File: src/rtl/serial_subtractor.sv
// Bit-serial full subtractor: diff = a - b - bin, one bit per clock, LSB first.
// Optional signed-overflow output enabled by defining SERIAL_SUB_OVF_EN.
module serial_subtractor #(
  parameter int unsigned WIDTH = 8
) (
  input  logic             clk,
  input  logic             rst_n,
  input  logic             start,
  input  logic [WIDTH-1:0] a,
  input  logic [WIDTH-1:0] b,
  input  logic             bin,
  output logic             busy,
  output logic             done,
  output logic [WIDTH-1:0] diff,
  output logic             bout
`ifdef SERIAL_SUB_OVF_EN
  ,
  output logic             ovf
`endif
);

  localparam int unsigned CW = $clog2(WIDTH) + 1;
  localparam logic [CW-1:0] LastBit = CW'(WIDTH - 1);

  typedef enum logic [1:0] {StIdle, StShift, StDone} state_e;

  state_e           r_state, w_state_next;
  logic             w_accept, w_last;
  logic [WIDTH-1:0] r_a, r_b;
  logic [WIDTH-2:0] r_res;
  logic [CW-1:0]    r_cnt;
  logic             r_br;
  logic [WIDTH-1:0] r_diff;
  logic             r_bout;
  logic             w_d, w_br_next;
  logic [WIDTH-1:0] w_res_next;

  always_ff @(posedge clk or negedge rst_n) begin
    if (!rst_n) begin
      r_state <= StIdle;
    end else begin
      r_state <= w_state_next;
    end
  end

  always_comb begin
    w_state_next = r_state;
    w_accept     = 1'b0;
    w_last       = 1'b0;
    busy         = 1'b0;
    done         = 1'b0;
    unique case (r_state)
      StIdle: begin
        if (start) begin
          w_accept     = 1'b1;
          w_state_next = StShift;
        end
      end
      StShift: begin
        busy = 1'b1;
        if (r_cnt == LastBit) begin
          w_last       = 1'b1;
          w_state_next = StDone;
        end
      end
      StDone: begin
        busy         = 1'b1;
        done         = 1'b1;
        w_state_next = StIdle;
      end
      default: w_state_next = StIdle;
    endcase
  end

  // Full-subtractor cell on the current LSBs of the operand shift registers.
  always_comb begin
    w_d        = r_a[0] ^ r_b[0] ^ r_br;
    w_br_next  = (~r_a[0] & r_b[0]) | (~(r_a[0] ^ r_b[0]) & r_br);
    w_res_next = {w_d, r_res};
  end

  always_ff @(posedge clk or negedge rst_n) begin
    if (!rst_n) begin
      r_a    <= '0;
      r_b    <= '0;
      r_res  <= '0;
      r_cnt  <= '0;
      r_br   <= 1'b0;
      r_diff <= '0;
      r_bout <= 1'b0;
    end else if (w_accept) begin
      r_a   <= a;
      r_b   <= b;
      r_br  <= bin;
      r_cnt <= '0;
    end else if (r_state == StShift) begin
      r_a   <= r_a >> 1;
      r_b   <= r_b >> 1;
      r_br  <= w_br_next;
      r_res <= w_res_next[WIDTH-1:1];
      r_cnt <= r_cnt + CW'(1);
      if (w_last) begin
        r_diff <= w_res_next;
        r_bout <= w_br_next;
      end
    end
  end

  assign diff = r_diff;
  assign bout = r_bout;

`ifdef SERIAL_SUB_OVF_EN
  logic r_ovf;

  // On the last bit the operand LSBs are the original MSBs.
  always_ff @(posedge clk or negedge rst_n) begin
    if (!rst_n) begin
      r_ovf <= 1'b0;
    end else if (w_last) begin
      r_ovf <= (r_a[0] != r_b[0]) && (w_d != r_a[0]);
    end
  end

  assign ovf = r_ovf;
`endif

endmodule

File: config.mk
export PLATFORM = sky130hd
export DESIGN_NAME = serial_subtractor
export DESIGN_NICKNAME = d
export VERILOG_FILES = /design/src/rtl/serial_subtractor.sv
export SDC_FILE = /design/constraint.sdc
export NUM_CORES = 1
export LEC_CHECK = 0
export CAP_MARGIN = 5
export CELL_PAD_IN_SITES_DETAIL_PLACEMENT = 0
export CELL_PAD_IN_SITES_GLOBAL_PLACEMENT = 2
export CORE_MARGIN = 2
export CORE_UTILIZATION = 25
export CTS_CLUSTER_DIAMETER = 80
export CTS_CLUSTER_SIZE = 30
export DETAILED_ROUTE_END_ITERATION = 8
export PLACE_DENSITY = 0.65
export SYNTH_ARGS = -nofsm -noshare
export SYNTH_HDL_FRONTEND = slang
export SYNTH_SLANG_ARGS = --single-unit
File: constraint.sdc
create_clock -name clk -period 2.05 [get_ports clk]
set_input_delay 0.41 -clock clk [delete_from_list [all_inputs] [get_ports clk]]
set_output_delay 0.41 -clock clk [all_outputs]
set_load 0.01 [all_outputs]
# Word level (Yosys, flattened, before mapping)
# Cells that the tools add are included.
dict set report totals {
  reg_bits 39
  latch_bits 0
  ram_bits 0
  mem_bits_ro 0
  in_bits 20
  elab_cells 45
  mem_count 0
}
dict set report op_classes {
  addsub 1
  mul 0
  div_mod_pow 0
  n_lt_le_gt_ge 0
  eq_ne 5
  shifts 0
  n_mux 17
  bitwise 8
  n_reduce_logical 6
}
# cell count
set op_table {}
lappend op_table {{$mux W8} 4}
lappend op_table {{$mux W1} 8}
lappend op_table {{$mux W4} 2}
lappend op_table {{$add A4 B1 Y4 const B} 1}
lappend op_table {{$eq A4 B3 Y1 const B} 1}
lappend op_table {{$mux W2} 2}
lappend op_table {{$ne A2 B2 Y1 const B} 2}
lappend op_table {{$pmux W2 S2} 1}
lappend op_table {{$reduce_and A2 Y1} 2}
lappend op_table {{$not A1 Y1} 3}
lappend op_table {{$reduce_and A3 Y1} 1}
lappend op_table {{$and A1 B1 Y1} 2}
lappend op_table {{$eq A2 B1 Y1 const B} 1}
lappend op_table {{$eq A2 B2 Y1 const B} 1}
lappend op_table {{$logic_not A2 Y1} 1}
lappend op_table {{$reduce_bool A2 Y1} 1}
lappend op_table {{$reduce_or A2 Y1} 1}
lappend op_table {{$xor A1 B1 Y1} 2}
lappend op_table {{$or A1 B1 Y1} 1}

# Logic depth before layout (Yosys ltp)
# Gate-level depths: netlist of the first run.
dict set report depth {
  word_depth 6
  ltp_mapped 7
  mapped_depth_nobuf 5
}

# Worst setup path after synthesis of the first run
# No wires, ideal clock.
dict set report synth_timing {
  path_type {flip-flop to flip-flop}
  startpoint {register r_state[0]}
  endpoint {register r_bout (netlist: bout)}
  setup_ps 125
  t_arrival_ps 1581
  required_ps 1925
  slack_ps 344
  stages_incl_launch_ff 7
  n_path_buf 1
  cell_sequence {dfrtp_1 -> inv_1 -> ha_1 -> and2_1 -> or3b_1 -> buf_6 -> mux2_4}
}
dict set report synth_between {
  elab_chain_cells 4
  elab_cells_between_ends 6
  classes_between {eq/ne: 1; mux: 2; bitwise: 1; reduce/logical: 2}
}
# element line_no
set synth_rtl {}
lappend synth_rtl {{from (decl)} 27} ;# state_e r_state, w_state_next;
lappend synth_rtl {{from (signal assigned)} 40} ;# r_state <= StIdle;
lappend synth_rtl {{from (signal assigned)} 42} ;# r_state <= w_state_next;
lappend synth_rtl {{$logic_not A2 Y1} 52} ;# unique case (r_state)
lappend synth_rtl {{$mux W1} 52}
lappend synth_rtl {{$not A1 Y1 (no line)} n/a}
lappend synth_rtl {{$reduce_and A3 Y1 (no line) *} n/a}
lappend synth_rtl {{to (signal assigned)} 104} ;# r_bout <= w_br_next;
lappend synth_rtl {{to (decl)} 34} ;# logic r_bout;
# Every way passes the cells marked *; elsewhere a longest branch is shown, timed or not.
# A chain may end at the register's enable or synchronous reset.

# Worst setup path after layout of the first run
dict set report layout_timing {
  startpoint {register r_state[0]}
  endpoint {output port done}
}
dict set report layout_between {
  elab_chain_cells 2
}
# element line_no
set layout_rtl {}
lappend layout_rtl {{$eq A2 B2 Y1} 52}
lappend layout_rtl {{$mux W1} 52}
lappend layout_rtl {{to (decl)} 13} ;# output logic done,
# Every way passes these cells.

==> metrics.md, run 1 <==
| Metric | Value |
|---|---|
| Syn Nets | `170` |
| Int Power | `2230 uW` |
| Clk root buf | `clkbuf_8` |
| Seq/Total Area, Yosys | `0.552` |
| Tcrit/Tclk final | `0.928` |
| CTS Buf Count | `5` |
| Least-Margin Pin Slew | `~0.55 ns` |
| Starting Density | `0.259` |
| Sw power | `991 uW` |
| Pwr Density | `1390 nW/um2` |
| WS Path Type | `register to output pin` |
| Slew headroom | `0.633` |
| Worst endpoint data arrival time | `around 1.5 ns` |
| Pre-antenna DRT Iters | `4` |
| Initial antenna violation count | `0` |
| Tmin final | `1.90 ns` |
| Worst Path Required | `1.64 ns` |
| Share of the synthesized area in the top cell type | `0.552` |
| R2R Setup Slk | `0.22 ns` |
| Hold Fails Final Rpt | `0` |
| Sink Count | `39` |
| Core footprint | `between 6000 and 7000 um2` |
| Post-route ant nets | `0` |
| GRT overflow | `0` |
| Clock group share of total power | `0.237` |
| Class of the worst hold path | `primary input to async pin` |
| Hold_buf cts | `0` |
| Crit-path max FO | `3` |
| Sequential Power Share | `0.399` |
| Number of synthesized flops with an enable pin | `0` |
| Final setup viols | `0` |
| Post-synthesis cell area | `1770 um2` |
| Clk buf depth | `2` |
| H-tree levels | `2` |
| CTS tree | `built` |
| CP Capture Type | `output pin` |
| Syn_area_per_cell | `12.3 um2` |
| Nets@finish | `204` |
| Fin Setup TNS | `0 ns` |
| Filler cell count | `roughly 700` |
| Critical Path Start | `r_state[0]` |
| Vias in the first global route | `1129` |
| Die area | `a little under 8000 um2` |
| Die Span X | `88.1 um` |
| Top FF cell, synth | `dfrtp_1` |
| Top post-synthesis cells by area | `dfrtp_1 (55%), mux2i_1 (9.1%), mux2_4 (7.6%)` |
| Gpl congestion | `0.660` |
| Clock slew at reported path FFs | `roughly 0.080 ns` |
| Final Max Tran Viols | `0` |
| Cell Rows | `30` |
| Crit start category | `register` |
| Skew-Pair Late Insertion Delay | `0.29 ns` |
| Reg2reg start | `r_state[0]` |
| Synth cell types | `23` |
| Crit path cell chain | `inv_1 -> ha_1 -> clkdlybuf4s50_1` |
| Wire per inst | `11.3 um` |
| Sequential cell area | `976 um2` |
| Max Freq | `525 MHz` |
| Via/cell ratio | `4.04` |
| Async SR Flop Fraction | `1.00` |
| Slowest Stage Delay on Critical Path | `around 0.53 ns` |
| Global-route wire length before repair | `~5200 um` |
| Crit-path slowest cell | `clkdlybuf4s50_1` |
| Peak supply drop | `0.370 mV` |
| Via count | `1112` |
| Yosys top cell by area | `dfrtp_1` |
| Leakage | `0.00107 uW` |
| Detail Placement HPWL | `2150 um` |
| DIE HEIGHT | `88.1 um` |
| Yosys reg bits | `39` |
| Area taken by multi-input logic gates | `approximately 730 um2` |
| P&R area growth vs syn | `31.4%` |
| Drt total wl | `between 3000 and 4000 um` |
| # DRC | `0` |
| Initial DRC count | `36` |
| Syn Inst Count | `between 100 and 150` |
| Total GRT Usage | `0.0887` |
| Post-synth top cells | `dfrtp_1 (39), nand2_1 (18), o21ai_0 (18), mux2i_1 (16), mux2_4 (9)` |
| Logic pwr share | `0.364` |
| Port Buffer Count | `30` |
| Diodes inserted | `0` |
| Worst Skew | `0.00560 ns` |
| Largest net degree at the start of global routing | `39` |
| Util after Layout | `0.340` |
| Top-count cell post-synth | `dfrtp_1` |
| Net switching fraction of the power | `0.308` |
| Io pins | `31` |
| Share of cells above drive strength 1 | `0.179` |
| Status | `finished clean` |
| RSZ-0062 raised after global routing | `false` |
| Yosys warns | `0` |
| # Max-Cap Violations | `0` |
## power by group through the flow
| stage | logic (uW) | clock network, uW | registers (uW) |
|---|---|---|---|
| floorplan | 851 | 0 | 1270 |
| global placement | 1150 | 0 | 1290 |
| detailed placement | 1180 | 0 | 1300 |
| CTS | 1180 | 781 | 1290 |
| global route | 1310 | 823 | 1330 |
| finish | 1170 | 762 | 1280 |
## state kept, by name (all words and copies together) (netlist names)
signal and flops:
r_state 2, r_b 8, r_br 1, r_res 7
r_cnt 4, diff 8, bout 1, r_a 8
## layout by cell type (no fill, tap or decap), types with 4 or more instances in the layout
cell and n:
dfrtp_1 39, clkdlybuf4s50_1 28, o21ai_0 18, buf_4 6, mux2_4 9, clkbuf_8 5, nor2_1 4, ha_1 5
mux2i_1 16, nand2_1 18, mux2_2 8, inv_1 5
## logic make-up (layout without fill, tap and decap cells)
logic type      Yosys count  count (layout)  share of synthesized area
compound gates           20              20                     0.0581
mux                      33              33                      0.218
xor+xnor                  3               3                     0.0149
simple gates             29              29                     0.0737
fa+ha+maj                 6               6                     0.0467
buf+inv                  14              49                     0.0361
flops                    39              39                      0.552
## through the flow
stage | hold slack (ns) | std cells | power, uW | instance area [um2] | setup WS [ns]
final | 0.101 | 275 | 3220 | 2320 | 0.147
after detailed placement | 0.434 | 266 | 2480 | 2170 | 0.0766
after CTS | 0.114 | 274 | 3250 | 2310 | 0.0550
after floorplan | 0.114 | 144 | 2120 | 1770 | 0.344
after global routing | 0.125 | 275 | 3460 | 2320 | 0.0580
after global placement | 0.433 | 266 | 2440 | 2170 | 0.0813
## worst paths after layout
kind	endpoint	cells past startpoint
max reg2reg	diff[5]	6
min reg2reg	diff[0]	1
min in group clk	diff[0]	1
max in group asynchronous	r_b[0]	2
min	r_br	1
max	done	3
## worst max-delay path, delay by kind of cell, from the launching register on
| family | cells | cell delay [ns] |
|---|---|---|
| buffers and inverters | 2 | 0.64 |
| DFF | 1 | 0.41 |
| adders and majority gates | 1 | 0.16 |
## final cells by class
cell class                      count  share of cell area
Sequential cell                    39               0.420
Clock buffer                        5              0.0296
Inverter                            5             0.00809
Multi-Input combinational cell     91               0.313
Clock inverter                      3              0.0291
Tap cell                           96              0.0518
Timing Repair Buffer               36               0.148
## routing by layer
metal | share of wire | routed length [um] | global-route usage | up-vias
met2 | 0.48 | 1500 | 0.149 | 25
met1 | 0.46 | 1450 | 0.0988 | 536
li1 | - | - | - | 549
met4 | 0.0077 | 24 | 0.0331 | 0
met5 | 0 | 0 | 0 | -
met3 | 0.047 | 147 | 0.0405 | 2
## what timing repair did
item | CTS | global route
setup endpoints to repair | 0 | 1
buffers inserted | 0 | 1
gates resized for setup | 0 | 1
Power figures use the tool's default switching activity.
==> inputs of run 2 (changes only) <==
--- a/config.mk
+++ b/config.mk
@@ -13,6 +13,7 @@
 export CTS_CLUSTER_DIAMETER = 80
 export CTS_CLUSTER_SIZE = 30
 export DETAILED_ROUTE_END_ITERATION = 8
+export HOLD_SLACK_MARGIN = 0.15
 export PLACE_DENSITY = 0.65
 export SYNTH_ARGS = -nofsm -noshare
 export SYNTH_HDL_FRONTEND = slang
==> metrics.md, run 2 (synthesis gave the netlist of run 1 again) <==
| Metric | Value |
|---|---|
| Status | `finished clean` |
| Initial DRC count | `35 (-2.8%)` |
| Post-route ant nets | `0 (unchanged)` |
| Diodes inserted | `0 (unchanged)` |
| Met3 global-route usage | `0.0396 (-0.000943)` |
| Total chip power | `3220 uW (about the same)` |
| Wire per inst | `11.3 um (-0.17%)` |
| Tmin final | `1.90 ns (+0.00000100 ns)` |
| RSZ-0062 raised after global routing | `false` |
| Worst Path Required | `1.64 ns (about the same)` |
| Core footprint | `6830 um2 (unchanged)` |
| # Max-Cap Violations | `0 (unchanged)` |
| Leading cell types in the layout, fill and taps excluded | `dfrtp_1 (39), clkdlybuf4s50_1 (28), nand2_1 (18), o21ai_0 (18), mux2i_1 (16)` |
| Least-Margin Pin Slew | `0.552 ns (+0.00107 ns)` |
| Io pins | `31 (unchanged)` |
| Nets@finish | `205 (+0.49%)` |
| DIE HEIGHT | `88.1 um (unchanged)` |
| Fin Setup TNS | `0 ns (unchanged)` |
| Hold Fails Final Rpt | `0 (unchanged)` |
| H-tree levels | `2 (unchanged)` |
| Detail Placement HPWL | `2150 um (unchanged)` |
| GRT Max-Usage Layer | `met2` |
| GRT overflow | `0 (unchanged)` |
| Max Freq | `525 MHz (about the same)` |
| Worst endpoint data arrival time | `1.49 ns (about the same)` |
| CTS Buf Count | `5 (unchanged)` |
| Clk buf depth | `2 (unchanged)` |
| CTS tree | `built` |
| # DRC | `0 (unchanged)` |
| Initial antenna violation count | `0 (unchanged)` |
| Via count | `1114 (+0.18%)` |
| Largest net degree at the start of global routing | `39 (unchanged)` |
| P&R area growth vs syn | `31.9%` |
| Util after Layout | `0.341 (+0.00146)` |
| Sink Count | `39 (unchanged)` |
| Final Max Tran Viols | `0 (unchanged)` |
| Met2 usage | `0.149 (unchanged)` |
| Total GRT Usage | `0.0887 (unchanged)` |
| Tcrit/Tclk final | `0.928 (about the same)` |
| WHS | `0.510 ns (+0.409 ns)` |
| Die area | `7760 um2 (unchanged)` |
| Port Buffer Count | `30 (unchanged)` |
| Class of the worst hold path | `register to register` |
| Worst Skew | `0.00560 ns (unchanged)` |
| Clk root buf | `clkbuf_8` |
| Cell Rows | `30 (unchanged)` |
| Clock slew at reported path FFs | `0.08 ns (about the same)` |
| Skew-Pair Late Insertion Delay | `0.29 ns (about the same)` |
| Leakage | `0.00107 uW (+0.39%)` |
| Pwr Density | `1380 nW/um2 (-0.39%)` |
| Die Span X | `88.1 um (unchanged)` |
| Crit start category | `register` |
| Peak supply drop | `0.370 mV (about the same)` |
| Slew headroom | `0.632 (-0.000712)` |
| Crit-path max FO | `3 (unchanged)` |
| Met1 usage | `0.0994 (+0.000588)` |
| Share of cells above drive strength 1 | `0.178 (-0.000993)` |
| Most common library cell in the layout ignoring fill and taps | `dfrtp_1` |
| Via/cell ratio | `4.04 (-0.18%)` |
| Vias in the first global route | `1129 (unchanged)` |
| CP Capture Type | `output pin` |
| Pre-antenna DRT Iters | `4 (unchanged)` |
| Global-route wire length before repair | `5220 um (unchanged)` |
| Drt total wl | `3130 um (+0.19%)` |
| Final setup viols | `0 (unchanged)` |
| WS Path Type | `register to output pin` |
| Gpl congestion | `0.660 (unchanged)` |
| Starting Density | `0.259 (unchanged)` |
-- run 2: cell types whose count changed in the layout (fill, tap and decap cells not counted), sizes merged --
cell	previous run	this run
dlygate4sd3	0	1
-- run 2: final timing paths --
check / cells past startpoint / startpoint / to / slack, ns
worst min-delay path: 1 / r_res[0] / diff[0] / 0.51
min in group asynchronous: 2 / rst_n / r_br / 0.65
max in group asynchronous: 3 / rst_n / r_b[0] / 0.87
worst min register to register: 1 / r_res[0] / diff[0] / 0.51
worst max register to register: 6 / r_state[0] / diff[5] / 0.22
worst max-delay path: 3 / r_state[0] / done / 0.15
-- run 2: power breakdown --
group          switching (uW)  internal, uW
Sequential                191          1090
Clock                     277           485
Combinational             523           648
-- run 2: area by class of cell --
type,count,area [um2]
Inverter,5,18.8
Clock buffer,5,68.8
Tap cell,96,120
Fill cell,703,4500
Sequential cell,39,976
Timing Repair Buffer,37,353
Clock inverter,3,67.6
Multi-Input combinational cell,91,727
-- run 2: per-layer routing --
layer  wire, um  vias to the layer above
met3        133                        2
met2       1500                       25
li1           -                      551
met4         24                        0
met1       1470                      536
met5          0                        -
-- run 2: worst max-delay path, cell delays in order (launching register included) --
cell and delay (ns):
dfrtp_1 0.41, inv_1 0.11, ha_1 0.16, clkdlybuf4s50_1 0.53
-- run 2: what timing repair did --
item                                   4_1_cts  5_1_grt
endpoints found under the hold margin       23        0
buffers inserted                             0        1
hold buffers                                 1        0
setup endpoints to repair                    0        1
gates resized for setup                      0        1
-- run 2: metrics by stage --
step	instances	worst slack (ns)	cell area, um2
final	276	0.147	2330
after global routing	276	0.0580	2330
after CTS	275	0.0550	2320
after detailed placement	266	0.0766	2170
after global placement	266	0.0813	2170
after floorplan	144	0.344	1770
==> inputs of run 3 (changes only) <==
--- a/config.mk
+++ b/config.mk
@@ -5,6 +5,7 @@
 export SDC_FILE = /design/constraint.sdc
 export NUM_CORES = 1
 export LEC_CHECK = 0
+export ABC_AREA = 0
 export CAP_MARGIN = 5
 export CELL_PAD_IN_SITES_DETAIL_PLACEMENT = 0
 export CELL_PAD_IN_SITES_GLOBAL_PLACEMENT = 2
@@ -15,6 +16,7 @@
 export DETAILED_ROUTE_END_ITERATION = 8
 export HOLD_SLACK_MARGIN = 0.15
 export PLACE_DENSITY = 0.65
+export SLEW_MARGIN = 20
 export SYNTH_ARGS = -nofsm -noshare
 export SYNTH_HDL_FRONTEND = slang
 export SYNTH_SLANG_ARGS = --single-unit
==> results of run 3 <==
Same layout as run 2: the final DEF is identical, and so are final timing and power.
